`config.mk`:
```
export PLATFORM = sky130hd
export DESIGN_NAME = frame_plot_scheduler_flat
export DESIGN_NICKNAME = d
export VERILOG_FILES = /design/src/rtl/vga_pkg.sv /design/src/rtl/frame_plot_scheduler_if.sv /design/src/rtl/rr_arbiter2.sv /design/src/rtl/frame_plot_scheduler.sv /design/src/flat_wrapper.sv
export SDC_FILE = /design/constraint.sdc
export NUM_CORES = 1
export LEC_CHECK = 0
export BUFFER_PORTS_ARGS = -buffer_cell sky130_fd_sc_hd__buf_2
export CORE_MARGIN = 5
export CORE_UTILIZATION = 57
export CTS_CLUSTER_DIAMETER = 80
export DETAILED_ROUTE_END_ITERATION = 12
export PLACE_DENSITY = 0.82
export SYNTH_ARGS = -nofsm -noshare
export SYNTH_HDL_FRONTEND = slang
export SYNTH_SLANG_ARGS = --single-unit
```
`constraint.sdc`:
```
create_clock -name clock50MHz -period 6.55 [get_ports clock50MHz]
set_clock_uncertainty 0.2 [all_clocks]
set_input_delay 0.9825 -clock clock50MHz [delete_from_list [all_inputs] [get_ports clock50MHz]]
set_output_delay 0.9825 -clock clock50MHz [all_outputs]
set_load 0.01 [all_outputs]
```
`src/rtl/vga_pkg.sv`:
```
// Purpose: shared VGA frame geometry, pixel bundle and scheduler state encoding.
// Latency: n/a (types, constants and a pure helper function only).
// Backpressure: n/a. Imported by the frame scheduler and by the draw engines.
package vga_pkg;

    localparam int H_RES = 160;
    localparam int V_RES = 120;
    localparam int XW    = 8;
    localparam int YW    = 7;
    localparam int CW    = 3;

    localparam logic [XW-1:0] X_LAST = XW'(H_RES - 1);
    localparam logic [YW-1:0] Y_LAST = YW'(V_RES - 1);

    typedef enum logic [1:0] {
        ST_IDLE  = 2'd0,
        ST_CLEAR = 2'd1,
        ST_DRAW  = 2'd2
    } state_e;

    typedef struct packed {
        logic [XW-1:0] x;
        logic [YW-1:0] y;
        logic [CW-1:0] colour;
    } pix_t;

    // True when the pixel lands inside the visible buffer.
    function automatic logic on_screen(input pix_t p);
        return (p.x <= X_LAST) && (p.y <= Y_LAST);
    endfunction

endpackage

```
`src/rtl/frame_plot_scheduler_if.sv`:
```
// Purpose: pixel bus between two draw requesters, the frame scheduler and vga_adapter.
// Latency: n/a (wires only).
// Backpressure: reqN_ready is the scheduler's accept; x/y/colour/plot have none.
// Ports: reqN_valid/x/y/colour/done from requesters, reqN_ready back to them,
//        x/y/colour/plot out to the vga_adapter write port.
interface frame_plot_scheduler_if;
    import vga_pkg::*;

    logic          req0_valid;
    logic [XW-1:0] req0_x;
    logic [YW-1:0] req0_y;
    logic [CW-1:0] req0_colour;
    logic          req0_done;
    logic          req0_ready;

    logic          req1_valid;
    logic [XW-1:0] req1_x;
    logic [YW-1:0] req1_y;
    logic [CW-1:0] req1_colour;
    logic          req1_done;
    logic          req1_ready;

    logic [XW-1:0] x;
    logic [YW-1:0] y;
    logic [CW-1:0] colour;
    logic          plot;

    // Scheduler side.
    modport slave (
        input  req0_valid, req0_x, req0_y, req0_colour, req0_done,
        input  req1_valid, req1_x, req1_y, req1_colour, req1_done,
        output req0_ready, req1_ready,
        output x, y, colour, plot
    );

    // Requester / display side.
    modport master (
        output req0_valid, req0_x, req0_y, req0_colour, req0_done,
        output req1_valid, req1_x, req1_y, req1_colour, req1_done,
        input  req0_ready, req1_ready,
        input  x, y, colour, plot
    );

endinterface

```
`src/rtl/rr_arbiter2.sv`:
```
// Purpose: two-way round-robin grant; favoured requester flips only on an accepted transfer.
// Latency: combinational grant, pointer updates at the clock edge after an accept.
// Backpressure: a stalled (not enabled) cycle leaves the pointer untouched.
// Ports: clk, reset (sync, active-high), en_i (grants are being consumed),
//        valid0_i/valid1_i requests, grant0_o/grant1_o one-hot-or-zero grants.
module rr_arbiter2 (
    input  logic clk,
    input  logic reset,
    input  logic en_i,
    input  logic valid0_i,
    input  logic valid1_i,
    output logic grant0_o,
    output logic grant1_o
);

    // ptr_q names the requester that wins when both are valid.
    logic ptr_q, ptr_d;

    assign grant0_o = valid0_i & (~valid1_i | ~ptr_q);
    assign grant1_o = valid1_i & (~valid0_i |  ptr_q);

    always_comb begin
        ptr_d = ptr_q;
        if (en_i && grant0_o) begin
            ptr_d = 1'b1;
        end else if (en_i && grant1_o) begin
            ptr_d = 1'b0;
        end
    end

    always_ff @(posedge clk) begin
        if (reset) begin
            ptr_q <= 1'b0;
        end else begin
            ptr_q <= ptr_d;
        end
    end

endmodule

```
`src/rtl/frame_plot_scheduler.sv`:
```
// Purpose: per 60 Hz tick, clear the 160x120 buffer then round-robin two draw requesters onto the plot port.
// Latency: one cycle from clear-counter step or accepted pixel to registered x/y/colour/plot.
// Backpressure: requesters only see ready in DRAW; off-screen pixels are accepted and dropped.
// Ports: clock50MHz, reset (sync, active-high), clock60Hz tick level, bg_colour,
//        bus (slave side of the pixel interface), frame_start, busy, frame_overrun.
module frame_plot_scheduler
    import vga_pkg::*;
(
    input  logic                    clock50MHz,
    input  logic                    reset,
    input  logic                    clock60Hz,
    input  logic [CW-1:0]           bg_colour,
    frame_plot_scheduler_if.slave   bus,
    output logic                    frame_start,
    output logic                    busy,
    output logic                    frame_overrun
);

    state_e        state_q, state_d;
    logic          tick_q;
    logic          tick_edge;
    logic [XW-1:0] cx_q, cx_d;
    logic [YW-1:0] cy_q, cy_d;
    logic [CW-1:0] bg_q, bg_d;
    pix_t          pix_q, pix_d;
    logic          plot_q, plot_d;
    logic          entry_q, entry_d;   // first DRAW cycle; frame_start follows it
    logic          fs_q, fs_d;
    logic          busy_q, busy_d;
    logic          ovr_q, ovr_d;
    logic          done0_q, done0_d;
    logic          done1_q, done1_d;
    logic          grant0, grant1;
    logic          in_draw;
    pix_t          req0_pix, req1_pix;

    assign tick_edge = clock60Hz & ~tick_q;
    assign in_draw   = (state_q == ST_DRAW);

    assign req0_pix = '{x: bus.req0_x, y: bus.req0_y, colour: bus.req0_colour};
    assign req1_pix = '{x: bus.req1_x, y: bus.req1_y, colour: bus.req1_colour};

    rr_arbiter2 u_arb (
        .clk      (clock50MHz),
        .reset    (reset),
        .en_i     (in_draw),
        .valid0_i (bus.req0_valid),
        .valid1_i (bus.req1_valid),
        .grant0_o (grant0),
        .grant1_o (grant1)
    );

    assign bus.req0_ready = in_draw & bus.req0_valid & grant0;
    assign bus.req1_ready = in_draw & bus.req1_valid & grant1;

    always_comb begin
        state_d = state_q;
        cx_d    = cx_q;
        cy_d    = cy_q;
        bg_d    = bg_q;
        pix_d   = pix_q;
        plot_d  = 1'b0;
        entry_d = 1'b0;
        fs_d    = entry_q;
        done0_d = done0_q;
        done1_d = done1_q;
        // A tick while a frame is still running is dropped, only flagged.
        ovr_d   = ovr_q | (tick_edge & (state_q != ST_IDLE));

        case (state_q)
            ST_IDLE: begin
                if (tick_edge) begin
                    bg_d    = bg_colour;
                    cx_d    = '0;
                    cy_d    = '0;
                    state_d = ST_CLEAR;
                end
            end
            ST_CLEAR: begin
                plot_d = 1'b1;
                pix_d  = '{x: cx_q, y: cy_q, colour: bg_q};
                if (cx_q == X_LAST) begin
                    cx_d = '0;
                    if (cy_q == Y_LAST) begin
                        state_d = ST_DRAW;
                        entry_d = 1'b1;
                        done0_d = 1'b0;
                        done1_d = 1'b0;
                    end else begin
                        cy_d = cy_q + 1'b1;
                    end
                end else begin
                    cx_d = cx_q + 1'b1;
                end
            end
            ST_DRAW: begin
                if (bus.req0_ready) begin
                    if (on_screen(req0_pix)) begin
                        plot_d = 1'b1;
                        pix_d  = req0_pix;
                    end
                end else if (bus.req1_ready) begin
                    if (on_screen(req1_pix)) begin
                        plot_d = 1'b1;
                        pix_d  = req1_pix;
                    end
                end
                done0_d = done0_q | bus.req0_done;
                done1_d = done1_q | bus.req1_done;
                if (done0_d && done1_d) begin
                    state_d = ST_IDLE;
                    done0_d = 1'b0;
                    done1_d = 1'b0;
                end
            end
            default: begin
                state_d = ST_IDLE;
            end
        endcase

        busy_d = (state_d != ST_IDLE);
    end

    always_ff @(posedge clock50MHz) begin
        if (reset) begin
            state_q <= ST_IDLE;
            tick_q  <= 1'b0;
            cx_q    <= '0;
            cy_q    <= '0;
            bg_q    <= '0;
            pix_q   <= '0;
            plot_q  <= 1'b0;
            entry_q <= 1'b0;
            fs_q    <= 1'b0;
            busy_q  <= 1'b0;
            ovr_q   <= 1'b0;
            done0_q <= 1'b0;
            done1_q <= 1'b0;
        end else begin
            state_q <= state_d;
            tick_q  <= clock60Hz;
            cx_q    <= cx_d;
            cy_q    <= cy_d;
            bg_q    <= bg_d;
            pix_q   <= pix_d;
            plot_q  <= plot_d;
            entry_q <= entry_d;
            fs_q    <= fs_d;
            busy_q  <= busy_d;
            ovr_q   <= ovr_d;
            done0_q <= done0_d;
            done1_q <= done1_d;
        end
    end

    assign bus.x         = pix_q.x;
    assign bus.y         = pix_q.y;
    assign bus.colour    = pix_q.colour;
    assign bus.plot      = plot_q;
    assign frame_start   = fs_q;
    assign busy          = busy_q;
    assign frame_overrun = ovr_q;

endmodule
```
`src/flat_wrapper.sv`:
```
// flat-port wrapper written by rule: the top's interface ports become plain ports
module frame_plot_scheduler_flat import vga_pkg::*;
  (clock50MHz, reset, clock60Hz, bg_colour, frame_start, busy, frame_overrun, bus_req0_valid, bus_req0_x, bus_req0_y, bus_req0_colour, bus_req0_done, bus_req1_valid, bus_req1_x, bus_req1_y, bus_req1_colour, bus_req1_done, bus_req0_ready, bus_req1_ready, bus_x, bus_y, bus_colour, bus_plot);
  frame_plot_scheduler_if bus_i ();
  input  logic clock50MHz;
  input  logic reset;
  input  logic clock60Hz;
  input  logic [CW-1:0] bg_colour;
  output logic frame_start;
  output logic busy;
  output logic frame_overrun;
  input wire logic [$bits(bus_i.req0_valid)-1:0] bus_req0_valid;
  input wire logic [$bits(bus_i.req0_x)-1:0] bus_req0_x;
  input wire logic [$bits(bus_i.req0_y)-1:0] bus_req0_y;
  input wire logic [$bits(bus_i.req0_colour)-1:0] bus_req0_colour;
  input wire logic [$bits(bus_i.req0_done)-1:0] bus_req0_done;
  input wire logic [$bits(bus_i.req1_valid)-1:0] bus_req1_valid;
  input wire logic [$bits(bus_i.req1_x)-1:0] bus_req1_x;
  input wire logic [$bits(bus_i.req1_y)-1:0] bus_req1_y;
  input wire logic [$bits(bus_i.req1_colour)-1:0] bus_req1_colour;
  input wire logic [$bits(bus_i.req1_done)-1:0] bus_req1_done;
  output wire logic [$bits(bus_i.req0_ready)-1:0] bus_req0_ready;
  output wire logic [$bits(bus_i.req1_ready)-1:0] bus_req1_ready;
  output wire logic [$bits(bus_i.x)-1:0] bus_x;
  output wire logic [$bits(bus_i.y)-1:0] bus_y;
  output wire logic [$bits(bus_i.colour)-1:0] bus_colour;
  output wire logic [$bits(bus_i.plot)-1:0] bus_plot;
  assign bus_i.req0_valid = bus_req0_valid;
  assign bus_i.req0_x = bus_req0_x;
  assign bus_i.req0_y = bus_req0_y;
  assign bus_i.req0_colour = bus_req0_colour;
  assign bus_i.req0_done = bus_req0_done;
  assign bus_i.req1_valid = bus_req1_valid;
  assign bus_i.req1_x = bus_req1_x;
  assign bus_i.req1_y = bus_req1_y;
  assign bus_i.req1_colour = bus_req1_colour;
  assign bus_i.req1_done = bus_req1_done;
  assign bus_req0_ready = bus_i.req0_ready;
  assign bus_req1_ready = bus_i.req1_ready;
  assign bus_x = bus_i.x;
  assign bus_y = bus_i.y;
  assign bus_colour = bus_i.colour;
  assign bus_plot = bus_i.plot;
  frame_plot_scheduler u_core (.clock50MHz(clock50MHz), .reset(reset), .clock60Hz(clock60Hz), .bg_colour(bg_colour), .bus(bus_i), .frame_start(frame_start), .busy(busy), .frame_overrun(frame_overrun));
endmodule
```
==> metrics.md <==
| Metric | Value |
|---|---|
| FFs w/ async S/R, synth | 0 |
| Starting Density | 0.579 |
| Hold Vio Cnt, Final | 0 |
| Status | finished, final reports clean |
| Total CTS buffers | 5 |
| Ant. Diodes | 0 |
| Setup violators final | 0 |
| Arr. time, crit path | 2.09 ns |
| Power Dens Cells | 175 nW/µm² |
| Largest net degree at the start of global routing | 58 |
| Fin util | 0.664 |
| Clock tree root driver cell | clkbuf_8 |
| Max Cap Viol | 0 |
| EDFF count, synth | 0 |
| Vias/cell | 6.11 |
| Skew-Pair Late Insertion Delay | 0.30 ns |
| Overflow after GRT | 0 |
| RSZ-0062 raised after global routing | no |
| CORE AREA | 4630 µm² |
| Vias in the first global route | 2518 |
| Placed wire-length estimate | just under 5000 µm |
| Nets | 424 |
| Mapped Area | 2680 µm² |
| TritonCTS clock tree | done |
| Largest fanout on the critical path | 42 |
| Area share of the largest cell type after synthesis | 0.351 |
| Max clock buf depth | 2 |
| Worst min path class | reg -> reg |
| Setup crit end kind | output port |
| Leading area contributor after synthesis | dfxtp_1 |
| Pleak | ~1.2 nW |
| Antenna violations before repair | 0 |
| Sequential cell area fraction in the yosys report | 0.351 |
| Mean Syn Cell Area | 8.45 µm² |
| Final Cycle Share | 0.500 |
| Top-Level Pins | 70 |
| Worst Path Required | 5.37 ns |
| Post-route setup TNS | 0 ns |
| Total track usage | 0.226 |
| Area delta synth->final | 14.7% |
| DR DRC count | 0 |
| Via count | 2609 |
| Synthesized flop and latch total | 47 |
| First-pass GRT wire length | approximately 11000 µm |
| IO Port Bufs | 69 |
| Number of filler cells placed in the layout | roughly 390 |
| Die Y | 78.6 µm |
| Worst-path clk slew | 0.08 ns |
| Synth area leaders | dfxtp_1 (35%), mux2i_1 (8.2%), a311o_1 (6.7%) |
| Main synth FF type | dfxtp_1 |
| DP Cell Count | 419 |
| Number of detailed-route iterations in the first pass | 5 |
| Clock sinks | 47 |
| Peak supply drop | 0.000120 V |
| Actual slew at the worst max-slew pin | 0.930 ns |
| Final-report max-slew violation count | 0 |
| Yosys synthesis warning count | 0 |
| Antenna viol nets, final | 0 |
| Postcts setup bufs | 0 |
| Commonest cells in the netlist | dfxtp_1 (47), nor2_1 (38), nand3_1 (24), o21ai_0 (24), mux2i_1 (22) |
| WL/cell | around 16 µm |
| Cell with the most instances after synthesis | dfxtp_1 |
| Post-cts resize count | 0 |
| Die W | around 79 µm |
| DRT iter0 DRCs | around 130 |
| Startpoint Class | flip-flop |
| H-tree lvl count | 2 |
| Total wire length | 6850 µm |
| Fraction of layout cells with a size suffix above 1 | 0.220 |
| Placement Rows | 25 |
| # hold bufs at CTS | 0 |
| Crit path kind | reg -> out |
| Netlist cell types | 49 |
| Fmax | 0.306 GHz |
| Cells after Synth | ~320 |
| Post-Syn Nets | 369 |
| Die area | 6170 µm² |
| Placer congestion estimate | ~0.86 |
| Slew headroom | 0.380 |
| Minimum clock period | 3.27 ns |
| Fin cells | 427 |
placed cells by master (no fill, tap or decap), types with 2 or more instances in the layout:
master / instances
buf_2: 69
dfxtp_1: 47
nor2_1: 38
nand3_1: 24
o21ai_0: 24
mux2i_1: 22
nand2b_1: 21
a311o_1: 18
a21oi_1: 11
nand2_1: 10
inv_1: 9
or4_1: 6
ha_1: 6
and2_1: 5
a31oi_1: 5
clkbuf_8: 5
o31ai_1: 4
nand4_1: 3
nor3_1: 3
a211oi_1: 2
or3_1: 2
a311oi_1: 2
or2_2: 2
a22oi_1: 2
nor2b_1: 2
a41o_1: 2
a221oi_1: 2
o211ai_1: 2
or4b_1: 2
o2111ai_1: 2
xor2_1: 2
clkbuf_1: 2
worst max-delay path, stage by stage (launching register included):
cell and delay (ns):
dfxtp_1 0.35, inv_1 0.09, ha_1 0.14, buf_4 0.35, nand2_1 0.45, nor2_1 0.25, buf_2 0.16
routing by layer:
metal | global-route usage | vias to the layer above | part of all wire
met5 | 0 | - | 0
met4 | 0.0962 | 0 | 0.021
met2 | 0.361 | 103 | 0.46
met1 | 0.295 | 1209 | 0.45
li1 | - | 1280 | -
met3 | 0.0436 | 17 | 0.069
worst paths after layout:
check                                             startpoint                       endpoint  slack [ns]  depth (start not counted)
worst min-delay path               u_core.entry_q$_SDFF_PP0_  u_core.frame_start$_SDFF_PP0_        0.24                          1
worst min register to register     u_core.entry_q$_SDFF_PP0_  u_core.frame_start$_SDFF_PP0_        0.24                          1
worst max register to register  u_core.state_q[0]$_SDFF_PP0_   u_core.bus.y[5]$_SDFFE_PP0P_        3.87                          7
worst max-delay path            u_core.state_q[0]$_SDFF_PP0_                 bus_req0_ready        3.28                          6
flip-flops by register name, summed over array words and instances, names as in the netlist:
| register | count |
|---|---|
| u_core.bg_q | 3 |
| u_core.bus.colour | 3 |
| u_core.bus.plot | 1 |
| u_core.bus.x | 8 |
| u_core.bus.y | 7 |
| u_core.busy | 1 |
| u_core.cx_q | 8 |
| u_core.cy_q | 7 |
| u_core.done0_q | 1 |
| u_core.done1_q | 1 |
| u_core.entry_q | 1 |
| u_core.frame_overrun | 1 |
| u_core.frame_start | 1 |
| u_core.state_q | 2 |
| u_core.tick_q | 1 |
| u_core.u_arb.ptr_q | 1 |
report_power, final:
group | total (W) | switching (W) | internal, W
Sequential | 0.000294 | 0.00000345 | 0.000291
Clock | 0.000169 | 0.0000942 | 0.0000751
Combinational | 0.0000745 | 0.0000427 | 0.0000317
final cells by class:
type,instances,area (µm²),area share
multi-input combinational,239,1600,0.520
sequential,47,941,0.306
timing repair buffer,70,353,0.115
clock buffer,7,76.3,0.0248
tap,54,67.6,0.0220
inverter,9,33.8,0.0110
clock inverter,1,5.00,0.00163
stage by stage:
stage,total power [W],hold WS (ns),worst slack [ns],instance area (µm²)
final,0.000538,0.240,3.28,3070
after global routing,0.000567,0.267,3.06,3070
after global placement,0.000373,0.228,3.45,2990
after CTS,0.000543,0.246,3.29,3070
after floorplan,0.000351,0.214,3.72,2680
after detailed placement,0.000374,0.227,3.35,2990
kinds of logic after synthesis:
group	Yosys count	synth area share
compound gates	83	0.226
mux	23	0.0864
xor+xnor	2	0.00654
flops	47	0.351
simple gates	125	0.248
fa+ha+maj	6	0.0280
buf+inv	31	0.0532
Power figures use the tool's default switching activity.
